==> config.mk <==
export PLATFORM = sky130hd
export DESIGN_NAME = cpu_decode
export DESIGN_NICKNAME = d
export VERILOG_FILES = /design/src/rtl/cpu_pkg.sv /design/src/rtl/cpu_decode_comb.sv /design/src/rtl/cpu_decode.sv
export SDC_FILE = /design/constraint.sdc
export NUM_CORES = 1
export LEC_CHECK = 0
export BUFFER_PORTS_ARGS = -buffer_cell sky130_fd_sc_hd__buf_2
export CORE_ASPECT_RATIO = 0.8
export CORE_MARGIN = 2
export CORE_UTILIZATION = 39
export CTS_CLUSTER_SIZE = 28
export DETAILED_ROUTE_END_ITERATION = 12
export PLACE_DENSITY = 0.65
export SKIP_LAST_GASP = 1
export SLEW_MARGIN = 20
export SYNTH_ARGS = -nofsm -noshare
export SYNTH_HDL_FRONTEND = slang
export SYNTH_HIERARCHICAL = 1
export SYNTH_SLANG_ARGS = --single-unit
export TNS_END_PERCENT = 20
==> constraint.sdc <==
create_clock -name clk_i -period 1.36 [get_ports clk_i]
set_input_delay 0.136 -clock clk_i [delete_from_list [all_inputs] [get_ports clk_i]]
set_output_delay 0.136 -clock clk_i [all_outputs]
set_load 0.005 [all_outputs]
==> src/rtl/cpu_pkg.sv <==
// Shared RV32I decode definitions: opcodes, instruction classes, ALU op encodings
// and the decoded bundle that flows from decode to execute.
package cpu_pkg;

    localparam logic [6:0] OPC_LUI    = 7'b0110111;
    localparam logic [6:0] OPC_AUIPC  = 7'b0010111;
    localparam logic [6:0] OPC_JAL    = 7'b1101111;
    localparam logic [6:0] OPC_JALR   = 7'b1100111;
    localparam logic [6:0] OPC_BRANCH = 7'b1100011;
    localparam logic [6:0] OPC_LOAD   = 7'b0000011;
    localparam logic [6:0] OPC_STORE  = 7'b0100011;
    localparam logic [6:0] OPC_OP_IMM = 7'b0010011;
    localparam logic [6:0] OPC_OP     = 7'b0110011;

    localparam logic [6:0] FUNCT7_BASE = 7'b0000000;
    localparam logic [6:0] FUNCT7_ALT  = 7'b0100000;

    // ALU op field is funct3 verbatim for OP/OP-IMM
    localparam logic [2:0] ALU_ADD  = 3'b000;
    localparam logic [2:0] ALU_SLL  = 3'b001;
    localparam logic [2:0] ALU_SLT  = 3'b010;
    localparam logic [2:0] ALU_SLTU = 3'b011;
    localparam logic [2:0] ALU_XOR  = 3'b100;
    localparam logic [2:0] ALU_SR   = 3'b101;
    localparam logic [2:0] ALU_OR   = 3'b110;
    localparam logic [2:0] ALU_AND  = 3'b111;

    typedef enum logic [3:0] {
        CLASS_ALU     = 4'd0,
        CLASS_SHIFT   = 4'd1,
        CLASS_LUI     = 4'd2,
        CLASS_AUIPC   = 4'd3,
        CLASS_JAL     = 4'd4,
        CLASS_JALR    = 4'd5,
        CLASS_BRANCH  = 4'd6,
        CLASS_LOAD    = 4'd7,
        CLASS_STORE   = 4'd8,
        CLASS_ILLEGAL = 4'd9
    } instr_class_e;

    typedef struct packed {
        instr_class_e cls;
        logic [2:0]   alu_op;
        logic         do_sub;
        logic         use_imm;
        logic         cmp_unsigned;
        logic [31:0]  imm;
        logic [4:0]   rs1;
        logic [4:0]   rs2;
        logic [4:0]   rd;
        logic [2:0]   funct3;
    } decoded_t;

endpackage

==> src/rtl/cpu_decode_comb.sv <==
// Purely combinational RV32I decode of one instruction word into a decoded_t bundle.
module cpu_decode_comb
    import cpu_pkg::*;
(
    input  logic [31:0] instr,
    output decoded_t    dec
);

    logic [6:0]   opcode;
    logic [6:0]   funct7;
    logic [2:0]   funct3;
    logic [31:0]  imm_i, imm_s, imm_b, imm_u, imm_j;
    logic         is_shift;
    logic         shift_f7_ok;
    logic         op_f7_ok;
    instr_class_e cls;

    assign opcode = instr[6:0];
    assign funct3 = instr[14:12];
    assign funct7 = instr[31:25];

    assign imm_i = {{20{instr[31]}}, instr[31:20]};
    assign imm_s = {{20{instr[31]}}, instr[31:25], instr[11:7]};
    assign imm_b = {{19{instr[31]}}, instr[31], instr[7], instr[30:25], instr[11:8], 1'b0};
    assign imm_u = {instr[31:12], 12'b0};
    assign imm_j = {{11{instr[31]}}, instr[31], instr[19:12], instr[20], instr[30:21], 1'b0};

    // The alternate funct7 only exists for SUB and SRA/SRAI
    assign is_shift    = (funct3 == ALU_SLL) || (funct3 == ALU_SR);
    assign shift_f7_ok = (funct7 == FUNCT7_BASE) || ((funct7 == FUNCT7_ALT) && (funct3 == ALU_SR));
    assign op_f7_ok    = (funct7 == FUNCT7_BASE) ||
                         ((funct7 == FUNCT7_ALT) && ((funct3 == ALU_ADD) || (funct3 == ALU_SR)));

    always_comb begin
        dec        = '0;
        cls        = CLASS_ILLEGAL;
        dec.rs1    = instr[19:15];
        dec.rs2    = instr[24:20];
        dec.rd     = instr[11:7];
        dec.funct3 = funct3;

        case (opcode)
            OPC_OP_IMM: begin
                dec.alu_op       = funct3;
                dec.use_imm      = 1'b1;
                dec.cmp_unsigned = (funct3 == ALU_SLTU);
                dec.imm          = imm_i;
                if (!is_shift)        cls = CLASS_ALU;
                else if (shift_f7_ok) cls = CLASS_SHIFT;
            end
            OPC_OP: begin
                dec.alu_op       = funct3;
                dec.cmp_unsigned = (funct3 == ALU_SLTU);
                dec.do_sub       = (funct3 == ALU_ADD) && (funct7 == FUNCT7_ALT);
                if (op_f7_ok) cls = is_shift ? CLASS_SHIFT : CLASS_ALU;
            end
            OPC_BRANCH: begin
                dec.cmp_unsigned = funct3[1];
                dec.imm          = imm_b;
                dec.rd           = 5'd0;
                if (funct3[2:1] != 2'b01) cls = CLASS_BRANCH;
            end
            OPC_LOAD: begin
                dec.use_imm = 1'b1;
                dec.imm     = imm_i;
                cls         = CLASS_LOAD;
            end
            OPC_STORE: begin
                dec.use_imm = 1'b1;
                dec.imm     = imm_s;
                dec.rd      = 5'd0;
                cls         = CLASS_STORE;
            end
            OPC_JALR: begin
                dec.use_imm = 1'b1;
                dec.imm     = imm_i;
                cls         = CLASS_JALR;
            end
            OPC_LUI: begin
                dec.use_imm = 1'b1;
                dec.imm     = imm_u;
                cls         = CLASS_LUI;
            end
            OPC_AUIPC: begin
                dec.use_imm = 1'b1;
                dec.imm     = imm_u;
                cls         = CLASS_AUIPC;
            end
            OPC_JAL: begin
                dec.imm = imm_j;
                cls     = CLASS_JAL;
            end
            default: cls = CLASS_ILLEGAL;
        endcase

        // Illegal bundles still travel downstream, but carry no controls and no rd
        if (cls == CLASS_ILLEGAL) begin
            dec.alu_op       = ALU_ADD;
            dec.do_sub       = 1'b0;
            dec.use_imm      = 1'b0;
            dec.cmp_unsigned = 1'b0;
            dec.imm          = '0;
            dec.rd           = 5'd0;
        end
        dec.cls = cls;
    end

endmodule

==> src/rtl/cpu_decode.sv <==
// Decode pipeline stage: valid/ready handshake around cpu_decode_comb with
// registered outputs and a branch-redirect flush.
module cpu_decode
    import cpu_pkg::*;
(
    input  logic        clk_i,
    input  logic        rst_ni,
    input  logic        in_valid_i,
    output logic        in_ready_o,
    input  logic [31:0] in_instr_i,
    input  logic [31:0] in_pc_i,
    input  logic        flush_i,
    output logic        out_valid_o,
    input  logic        out_ready_i,
    output logic [31:0] out_pc_o,
    output logic [4:0]  out_rs1_o,
    output logic [4:0]  out_rs2_o,
    output logic [4:0]  out_rd_o,
    output logic [31:0] out_imm_o,
    output logic [2:0]  out_alu_op_o,
    output logic        out_do_sub_o,
    output logic        out_use_imm_o,
    output logic        out_cmp_unsigned_o,
    output logic [3:0]  out_class_o,
    output logic [2:0]  out_funct3_o
);

    decoded_t    dec_next;
    decoded_t    dec_q;
    logic [31:0] pc_q;
    logic        valid_q;
    logic        capture;

    cpu_decode_comb u_comb (
        .instr (in_instr_i),
        .dec   (dec_next)
    );

    assign in_ready_o = !valid_q || out_ready_i;
    assign capture    = in_valid_i && in_ready_o && !flush_i;

    // Flush beats capture beats consume; the bundle only changes on capture so it holds through stalls
    always_ff @(posedge clk_i or negedge rst_ni) begin
        if (!rst_ni) begin
            valid_q <= 1'b0;
            dec_q   <= '0;
            pc_q    <= '0;
        end else begin
            if (flush_i)          valid_q <= 1'b0;
            else if (capture)     valid_q <= 1'b1;
            else if (out_ready_i) valid_q <= 1'b0;

            if (capture) begin
                dec_q <= dec_next;
                pc_q  <= in_pc_i;
            end
        end
    end

    assign out_valid_o        = valid_q;
    assign out_pc_o           = pc_q;
    assign out_rs1_o          = dec_q.rs1;
    assign out_rs2_o          = dec_q.rs2;
    assign out_rd_o           = dec_q.rd;
    assign out_imm_o          = dec_q.imm;
    assign out_alu_op_o       = dec_q.alu_op;
    assign out_do_sub_o       = dec_q.do_sub;
    assign out_use_imm_o      = dec_q.use_imm;
    assign out_cmp_unsigned_o = dec_q.cmp_unsigned;
    assign out_class_o        = dec_q.cls;
    assign out_funct3_o       = dec_q.funct3;

endmodule

[Yosys cells after proc, flatten, opt, wreduce, memory -nomap -nowiden]
Cells that the tools add are included.
Word-level totals
  output and inout bits: 94
  logic and storage cells: 64
  flip-flop bits (word level): 93
Operators by class
  reductions and logical operators: 20
  multiplexer cells: 17
  equal/unequal tests: 15
Operators by type and width (number)
  $pmux 32 s5: 1
  $mux 38: 1
  $pmux 4 s9: 1
  $eq 7x6->1 const B: 4
  $eq 7x7->1 const B: 3
  $mux 4: 4
  $eq 7x5->1 const B: 2
  $mux 5: 2
  $eq 7x2->1 const B: 1
  $logic_not 7->1: 1
  $mux 1: 6
  $reduce_or 2->1: 3
  $reduce_or 6->1: 1
  $logic_and 1x1->1: 5
  $logic_or 1x1->1: 5
  $eq 4x4->1 const B: 1
  $eq 3x1->1 const B: 1
  $eq 3x2->1 const B: 1
  $eq 3x3->1 const B: 1
  $logic_not 3->1: 1
  $mux 3: 1
  $reduce_bool 3->1: 1
  $reduce_or 3->1: 1
  $logic_not 1->1: 2
  other kinds (2): 2

[Longest topological paths before layout]
Gate-level depths: netlist (run 1).
  word-level depth: 8
  mapped depth: 8
  mapped depth without buffers: 6

[Hierarchy]
The synthesis (run 1) kept the hierarchy.
Modules (own cells, without submodules)
  cpu_decode: cells each 200, times used 1, area an instance 3895.0 µm²
  cpu_decode_comb: cells each 192, times used 1, area an instance 1198.6 µm²

[Worst setup path before layout (run 1)]
Ideal clock, no wire load.
  path type: input-to-reg
  start point: input port in_instr_i[3]
  end point: register dec_q, in the netlist out_alu_op_o[0]
  setup slack: -0.300 ns
  setup time: 0.125 ns
  data arrival time: 1.535 ns
  required time: 1.235 ns
  stages: 6
  path through: nor2_2 nand3_1 o311ai_4 buf_6 a21oi_2 mux2_2
RTL lines
  start: declaration: RTL line cpu_decode.sv:10  | input logic [31:0] in_instr_i,
  end signal: assignment: RTL line cpu_decode.sv:54  | dec_q <= dec_next;
  end: declaration: RTL line cpu_decode.sv:29  | decoded_t dec_q;

[Worst setup path in the final report (run 1)]
  start point: register valid_q (netlist: out_valid_o)
  end point: register dec_q, in the netlist out_imm_o[9]
On the way
  word-level cells in the longest chain between the ends: 4
Ends and longest elaborated chain
  start: declaration: RTL line cpu_decode.sv:31  | logic valid_q;
  start signal: assignment: RTL line cpu_decode.sv:45  | valid_q <= 1'b0;
  start signal: assignment: RTL line cpu_decode.sv:49  | if (flush_i) valid_q <= 1'b0;
  start signal: assignment: RTL line cpu_decode.sv:50  | else if (capture) valid_q <= 1'b1;
  $logic_not 1->1: RTL line cpu_decode.sv:39  | assign in_ready_o = !valid_q || out_ready_i;
  $logic_or 1x1->1: RTL line cpu_decode.sv:39
  $logic_and 1x1->1 (2 in series): RTL line cpu_decode.sv:40  | assign capture = in_valid_i && in_ready_o && !flush_i;
Every way passes these cells.
A chain may end at the register's enable or synchronous reset.

==> impl_metrics.tcl, run 1 <==
set metrics [dict create \
    final.min_clock_period_ns 1.60 \
    synth_ff_type "dfrtp_1" \
    routed_wl_um 13600 \
    synth-edff-count 0 \
    syn_inst 392 \
    first_global_vias 3870 \
    startpoint_type "register" \
    vias_per_cell 4.97 \
    grt_max_degree 32 \
    clk_pin_slew_worst_paths_ns 0.07 \
    crit_arrival_ns 1.83 \
    leakagePower_nw 3.44 \
    avgSynthCellArea_sq_um 13.0 \
    slew_violations 0 \
    hpwl_um 10200 \
    rsz0062_at_grt "true" \
    synth-async-reset-ratio_pct 100 \
    max_freq_ghz 0.623 \
    synthTopCellsByCount "93 x dfrtp_1, 80 x mux2_4, 53 x a21oi_1, 22 x nand2_1, 17 x buf_4" \
    clock_skew_ns 0.00699 \
    clkLatencyLatePin_ns 0.34 \
    status "finished, violations left" \
    gp_congestion 0.864 \
    die_area_sq_mm 0.0140 \
    routedWlPerCell_um 17.2 \
    worst_slew_pin_slew_ns 0.422 \
    fill_cells 1124 \
    min_path_type "primary input to register" \
    fin_crit_sh_pct 118 \
    ant_nets 0 \
    cts_tree "built" \
    ys_ff_latch 93 \
    drv_cap 0 \
    synth_area_leaders "dfrtp_1 46%, mux2_4 24%, a21oi_1 5.2%" \
    drc 0 \
    grt_pass1_wl_um 21100 \
    cts_sinks 93 \
    root_buffer "clkbuf_16" \
    crit_fanout 8 \
    finalHoldViolCount 0 \
    relSlewSlack_pct 71.8 \
    synth_top_area_share_pct 45.7 \
    num_io_pins 163 \
    ys_seq_area_share_pct 45.7 \
    die_h_um 106 \
    final-seq-area_sq_mm 0.00233 \
    powerDensity_mw_per_mm2 1010 \
    cts_buffer_depth 2 \
    cts_buffers 9 \
    setup_ws_ns -0.244 \
    worstPathRequired_ns 1.59 \
    yosys_warnings 6 \
    coreArea_sq_mm 0.0128 \
    syn_to_final_growth_pct 37.6 \
    syn_nets 461 \
    endpoint_kind "register" \
    multi_input_area_sq_mm 0.00240 \
    first_pass_iters 4 \
    yosysTopAreaCell "dfrtp_1" \
    rows 37 \
    port-buffer-count 162 \
    synth_cell_type_count 48 \
    tns_ns -20.09 \
    ir_drop_v 0.000566 \
    overflow 0 \
    drive_above_1_share_pct 62.9 \
    antenna_found_initial 0 \
    worstSetupPathType "register to register" \
    initial_utilization_pct 39.7 \
    drt_first_iter_violations 249 \
    diodes 0 \
    fin_total_pwr_mw 7.10 \
    violations "negative setup slack" \
    vias 3928 \
    track_usage_pct 19.1 \
    synth_most_common_cell "dfrtp_1" \
    die_x_um 132 \
    syn-cell-area_sq_mm 0.00509 \
    htreeDepth 3 \
    final_nets 679 \
    setup_violations 92 \
]
==> repair_timing <==
action	4_1_cts	5_1_grt
hold buffers	2	0
endpoints found under the setup margin	92	92
pin swaps	1	1
endpoints found under the hold margin	76	0
resized for setup	5	8
setup buffers	2	1
cloned	1	5
==> power breakdown <==
part | leakage, nW | switching, mW | internal [mW]
Combinational | 2.11 | 0.582 | 0.855
Clock | 0.150 | 1.20 | 1.31
Sequential | 1.19 | 0.139 | 3.01
Total | 3.44 | 1.92 | 5.18
==> worst paths after layout <==
path	from	end	slack [ns]	depth (start not counted)
max	out_valid_o$_DFFE_PN0P_	out_imm_o[9]$_DFFE_PN0P_	-0.24	6
max in group asynchronous	rst_ni	out_rd_o[1]$_DFFE_PN0P_	0.61	3
min in group asynchronous	rst_ni	out_pc_o[27]$_DFFE_PN0P_	0.21	2
min	in_pc_i[2]	out_pc_o[2]$_DFFE_PN0P_	0.02	2
max reg2reg	out_valid_o$_DFFE_PN0P_	out_imm_o[9]$_DFFE_PN0P_	-0.24	6
min reg2reg	out_pc_o[11]$_DFFE_PN0P_	out_pc_o[11]$_DFFE_PN0P_	0.50	1
==> cells by family after synthesis <==
kind of cell    Yosys count  share of synthesized area [%]
xor+xnor                  1                          0.172
compound gates           92                           11.9
buf+inv                  44                           8.25
simple gates             70                           7.79
mux                      92                           26.2
flops                    93                           45.7
==> worst max-delay path, cell delays in order (launching register included) <==
cell       delay (ns)
dfrtp_1          0.38
nor2b_4          0.14
nor3b_4          0.18
buf_6            0.16
clkbuf_16        0.16
clkbuf_16        0.16
mux2_4           0.30
==> metrics by stage <==
stage / std cells / utilization (%) / instance area, sq um / worst slack (ns) / hold WS, ns
6_report: 790 / 54.6 / 7010 / -0.244 / 0.0171
5_1_grt: 790 / 54.6 / 7010 / -0.283 / 0.00930
4_1_cts: 784 / 53.3 / 6830 / -0.231 / 0.00593
3_5_place_dp: 763 / 50.2 / 6440 / -0.556 / 0.0393
3_3_place_gp: 763 / 50.2 / 6440 / -0.583 / 0.0317
2_1_floorplan: 392 / - / 5160 / -0.227 / -0.160
==> flip-flops by register name, indices dropped and copies added (netlist names), 3 cells and up <==
| register | flops |
|---|---|
| out_funct3_o | 3 |
| out_alu_op_o | 3 |
| out_rs2_o | 5 |
| out_rd_o | 5 |
| out_rs1_o | 5 |
| out_imm_o | 32 |
| out_class_o | 4 |
| out_pc_o | 32 |
==> cell type report <==
cell class                 count  area share (%)
tap                          175            3.12
multi-input combinational    255            34.3
sequential                    93            33.2
timing repair buffer         247            24.8
clock buffer                   9            3.21
inverter                       4           0.214
clock inverter                 7            1.16
==> per-layer routing <==
layer / wire length [um] / track usage [%] / up-vias
met5: 0 / 0 / -
met4: 114 / 4.50 / 0
met3: 781 / 4.48 / 8
met2: 6250 / 29.2 / 146
met1: 6450 / 27.4 / 1943
li1: - / - / 1831
==> placed cells by master, fill, tap and decap left out, types with 2 or more instances in the layout <==
cell type | synthesis | final
a211oi_1 | 2 | 2
a21oi_1 | 53 | 48
a21oi_2 | 15 | 20
a22oi_1 | 4 | 4
and3_1 | 4 | 4
buf_12 | 9 | 7
buf_16 | 0 | 5
buf_2 | 6 | 161
buf_4 | 17 | 65
buf_6 | 5 | 2
clkbuf_16 | 0 | 14
clkinv_4 | 0 | 2
clkinv_8 | 0 | 2
dfrtp_1 | 93 | 93
dlygate4sd3_1 | 0 | 2
inv_1 | 4 | 4
inv_8 | 0 | 2
mux2_2 | 12 | 9
mux2_4 | 80 | 83
nand2_1 | 22 | 21
nand2_2 | 1 | 2
nand2b_1 | 3 | 3
nand3_1 | 7 | 7
nor2_1 | 12 | 12
nor2b_1 | 4 | 4
nor3_1 | 3 | 3
o21ai_0 | 6 | 6
Note: power is estimated with default switching activity, not from simulation.
==> inputs of run 2 (changes only) <==
- CTS_CLUSTER_SIZE: 28 -> not set
- PLACE_DENSITY: 0.65 -> 0.63
- clock period: 1.36 -> 1.7 ns (I/O delays scaled with it)
==> run 2 against run 1 <==
Net effect:
- the run now ends clean
- die area did not move
- combinational power down 27%
- via count shrank 4.0%
- clock skew shrank 0.0036 ns
- cell area down 6.2%
- sequential share of layout area up 2.2 points
- first-iteration DRC count shrank 33%
- non-clock buffer count shrank 34
- worst hold slack improved by 0.014 ns
- critical path type unchanged
- register-to-register slack better by 0.31 ns
==> impl_metrics.tcl, run 2 (synthesis gave the netlist of run 1 again) <==
set metrics [dict create \
    layout_commonest_cell "buf_2" \
    reg2reg_slack_ns 0.06 \
    fill_cells 1153 \
    fin_crit_sh_pct 96.2 \
    vias 3769 \
    first_pass_iters 4 \
    fin_cells 756 \
    final_cell_mix "161 x buf_2, 93 x dfrtp_1, 80 x mux2_4" \
    coreArea_sq_mm 0.0128 \
    clock_skew_ns 0.00342 \
    utilization_pct 51.2 \
    rows 37 \
    gp_congestion 0.901 \
    min_path_type "primary input to register" \
    root_buffer "clkbuf_16" \
    track_usage_pct 18.8 \
    crit_arrival_ns 1.85 \
    crit_fanout 20 \
    syn_to_final_growth_pct 29.0 \
    powerDensity_mw_per_mm2 870 \
    final_nets 645 \
    first_global_vias 3929 \
    vias_per_cell 4.99 \
    drt_first_iter_violations 167 \
    cts_buffer_depth 2 \
    fin_total_pwr_mw 5.72 \
    hpwl_um 9890 \
    grt_pass1_wl_um 20700 \
    post_cts_buffers 0 \
    whs_ns 0.0313 \
    ir_drop_v 0.000525 \
    die_h_um 106 \
    port-buffer-count 162 \
    drv_cap 0 \
    cts_buffers 9 \
    status "finished clean" \
    cts_sinks 93 \
    overflow 0 \
    startpoint_type "register" \
    worstPathRequired_ns 1.92 \
    leakagePower_nw 3.23 \
    max_freq_ghz 0.611 \
    cts_tree "built" \
    diodes 0 \
    drive_above_1_share_pct 59.7 \
    clkLatencyLatePin_ns 0.34 \
    htreeDepth 3 \
    tns_ns 0 \
    clk_pin_slew_worst_paths_ns 0.06 \
    relSlewSlack_pct 39.0 \
    num_io_pins 163 \
    ant_nets 0 \
    finalHoldViolCount 0 \
    routedWlPerCell_um 16.8 \
    worst_slew_pin_slew_ns 0.908 \
    antenna_found_initial 0 \
    drc 0 \
    endpoint_kind "register" \
    grt_max_degree 35 \
    setup_violations 0 \
    place_inst 739 \
    die_x_um 132 \
    rsz0062_at_grt "true" \
    final.min_clock_period_ns 1.64 \
    slew_violations 0 \
    worstSetupPathType "register to register" \
    die_area_sq_mm 0.0140 \
    routed_wl_um 12700 \
    initial_utilization_pct 39.7 \
]
run 2: changes by cell type in the layout (fill, tap and decap cells not counted), moves of 3 or more:
cell / delta
mux2_4: -3
a21oi_2: -5
mux2_2: +3
buf_12: +4
buf_16: -5
a21oi_1: +5
buf_4: -25
clkbuf_16: -5
run 2: routing by layer:
layer | vias up | GRT usage (%) | share of wire [%]
li1 | 1759 | - | -
met1 | 1827 | 24.7 | 44
met2 | 161 | 29.0 | 44
met3 | 22 | 6.58 | 9.1
met4 | 0 | 6.06 | 2.3
met5 | - | 0 | 0
run 2: worst paths after layout:
kind                                           from                        end  depth (start not counted)
max reg2reg                 out_valid_o$_DFFE_PN0P_  out_imm_o[29]$_DFFE_PN0P_                          5
min in group asynchronous                    rst_ni   out_rs1_o[1]$_DFFE_PN0P_                          2
max                         out_valid_o$_DFFE_PN0P_  out_imm_o[29]$_DFFE_PN0P_                          5
min reg2reg                out_pc_o[15]$_DFFE_PN0P_   out_pc_o[15]$_DFFE_PN0P_                          1
min                                         flush_i    out_valid_o$_DFFE_PN0P_                          2
max in group asynchronous                    rst_ni   out_pc_o[19]$_DFFE_PN0P_                          3
run 2: worst max-delay path, stage by stage, from the launching register on:
cell,delay (ns)
dfrtp_1,0.38
nor2b_4,0.14
nor3b_4,0.20
buf_12,0.21
buf_12,0.20
mux2_2,0.36
run 2: through the flow:
stage	area, sq um	setup slack (ns)
after global routing	6570	-0.0393
final	6570	0.0642
after CTS	6570	0.0531
after global placement	6240	-0.160
after floorplan	5090	0.00626
after detailed placement	6240	-0.220
run 2: cell type report:
class                      instances  area [sq um]  share of cell area, %
sequential                        93          2330                   35.4
clock inverter                     6          93.8                   1.43
clock buffer                      10           229                   3.48
tap                              175           219                   3.33
timing repair buffer             213          1340                   20.3
multi-input combinational        255          2350                   35.8
inverter                           4          15.0                  0.228
run 2: repair_timing:
| action | 4_1_cts | 5_1_grt |
|---|---|---|
| resized for setup | 0 | 1 |
| endpoints found under the hold margin | 31 | 0 |
| hold buffers | 1 | 0 |
| endpoints found under the setup margin | 0 | 6 |
run 2: report_power, final:
| group | switching (mW) | internal [mW] |
|---|---|---|
| registers | 0.109 | 2.41 |
| clock network | 0.849 | 1.30 |
| logic | 0.440 | 0.605 |
| total | 1.40 | 4.32 |
==> inputs of run 3 (changes only) <==
- CORE_UTILIZATION: 39 -> 51
- CTS_CLUSTER_SIZE: not set -> 10
- PLACE_DENSITY: 0.63 -> 0.79
==> run 3 against run 2 <==
Net effect:
- via count grew 0.58%
- die area shrank 23%
- setup slack gained 0.022 ns
- clock skew is essentially flat
- critical path type unchanged
==> impl_metrics.tcl, run 3 (synthesis gave the netlist of run 1 again) <==
set metrics [dict create \
    post_cts_buffers 0 \
    fin_total_pwr_mw 5.93 \
    clock_skew_ns 0.00332 \
    p_sw_mw 1.41 \
    initial_utilization_pct 52.6 \
    gp_congestion 0.899 \
    die_area_sq_mm 0.0108 \
    cts_sinks 93 \
    clkLatencyLatePin_ns 0.34 \
    coreArea_sq_mm 0.00969 \
    vias_per_cell 5.21 \
    root_buffer "clkbuf_16" \
    drive_above_1_share_pct 60.6 \
    clk_pin_slew_worst_paths_ns 0.06 \
    rsz0062_at_grt "false" \
    num_io_pins 163 \
    crit_fanout 14 \
    cp_top_family "buffers and inverters" \
    routed_wl_um 12600 \
    endpoint_kind "register" \
    port-buffer-count 162 \
    slew_violations 0 \
    grt_max_degree 44 \
    syn_to_final_growth_pct 30.2 \
    routedWlPerCell_um 17.3 \
    cp_slowest_cell "dfrtp_1" \
    crit_arrival_ns 1.83 \
    first_pass_iters 4 \
    die_x_um 116 \
    ir_drop_v 0.000669 \
    powerDensity_mw_per_mm2 893 \
    diodes 0 \
    p_comb_share_pct 17.9 \
    cts_buffer_depth 2 \
    cts_tree "built" \
    relSlewSlack_pct 44.8 \
    fin_crit_sh_pct 94.9 \
    grt_pass1_wl_um 19600 \
    path_cells "nor2b_4, nor3b_4, buf_12, buf_4, mux2_2" \
    finalHoldViolCount 0 \
    pwr-share-seq_pct 42.6 \
    final_cell_mix "161 x buf_2, 93 x dfrtp_1, 80 x mux2_4" \
    overflow 0 \
    setup_ws_ns 0.0859 \
    final.min_clock_period_ns 1.61 \
    worstPathRequired_ns 1.92 \
    startpoint_type "register" \
    critPathMaxStageDelay_ns 0.38 \
    track_usage_pct 23.5 \
    ant_nets 0 \
    min_path_type "primary input to register" \
    worstSetupPathType "register to register" \
    p_clk_share_pct 39.5 \
    max_freq_ghz 0.620 \
    switching_share_pct 23.7 \
    htreeDepth 3 \
    path_buf_inv 2 \
    drt_first_iter_violations 223 \
    dp_slack_ns -0.223 \
    worst_slew_pin_slew_ns 0.824 \
    setup_violations 0 \
    hpwl_um 9530 \
    die_h_um 93.4 \
    drc 0 \
    rows 32 \
    drv_cap 0 \
    leakagePower_nw 3.29 \
    cts_buffers 9 \
    status "finished clean" \
    vias 3791 \
    p_int_mw 4.52 \
    antenna_found_initial 0 \
    layout_commonest_cell "buf_2" \
    first_global_vias 3826 \
    final_nets 655 \
]
==> run 3: cell count changes in the layout (fill, tap and decap cells not counted), sizes merged <==
cell,delta
buf,+10
bufinv,+1
clkinvlp,-1
==> run 3: per-stage QoR <==
step | cells | util (%) | hold WS (ns) | instance area, sq um | setup TNS (ns)
2_1_floorplan | 392 | - | -0.126 | 5090 | 0
3_3_place_gp | 710 | 64.6 | 0.104 | 6260 | -8.98
3_5_place_dp | 710 | 64.6 | 0.105 | 6260 | -7.97
4_1_cts | 727 | 68.4 | 0.0311 | 6630 | 0
5_1_grt | 727 | 68.5 | 0.0299 | 6630 | 0
6_report | 727 | 68.5 | 0.0367 | 6630 | 0
==> run 3: final timing paths <==
| kind | from | end | slack (ns) | cells after the start |
|---|---|---|---|---|
| worst max-delay path | out_valid_o$_DFFE_PN0P_ | out_imm_o[28]$_DFFE_PN0P_ | 0.09 | 5 |
| worst min-delay path | flush_i | out_valid_o$_DFFE_PN0P_ | 0.04 | 2 |
| worst max register to register | out_valid_o$_DFFE_PN0P_ | out_imm_o[28]$_DFFE_PN0P_ | 0.09 | 5 |
| worst min register to register | out_rd_o[4]$_DFFE_PN0P_ | out_rd_o[4]$_DFFE_PN0P_ | 0.50 | 1 |
| max in group asynchronous | rst_ni | out_pc_o[20]$_DFFE_PN0P_ | 0.87 | 3 |
| min in group asynchronous | rst_ni | out_imm_o[13]$_DFFE_PN0P_ | 0.29 | 2 |
==> run 3: metal layers <==
layer,share of wire (%),vias up,GRT usage [%]
li1,-,1778,-
met1,46,1859,32.5
met2,46,144,37.0
met3,7.3,10,7.13
met4,0.79,0,4.37
met5,0,-,0
==> run 3: layout make-up <==
| cell class | count | area (sq um) |
|---|---|---|
| multi-input cells | 255 | 2350 |
| well taps | 136 | 170 |
| fillers | 734 | 3060 |
| clock inverters | 6 | 116 |
| inverters | 4 | 15.0 |
| flip-flops and latches | 93 | 2330 |
| clock buffers | 10 | 239 |
| repair buffers | 223 | 1410 |
==> run 3: power groups by stage <==
| stage | logic [mW] | registers (mW) | clock network (mW) |
|---|---|---|---|
| final | 1.06 | 2.52 | 2.34 |
| after global routing | 1.15 | 2.55 | 2.48 |
| after CTS | 1.07 | 2.53 | 2.39 |
| after detailed placement | 1.07 | 2.56 | 0 |
| after global placement | 1.04 | 2.55 | 0 |
| after floorplan | 0.571 | 2.57 | 0 |
==> run 3: repair_timing <==
item	CTS	global route
resized for setup	0	1
hold endpoints to repair	24	0
endpoints found under the setup margin	0	1
hold buffers	1	0
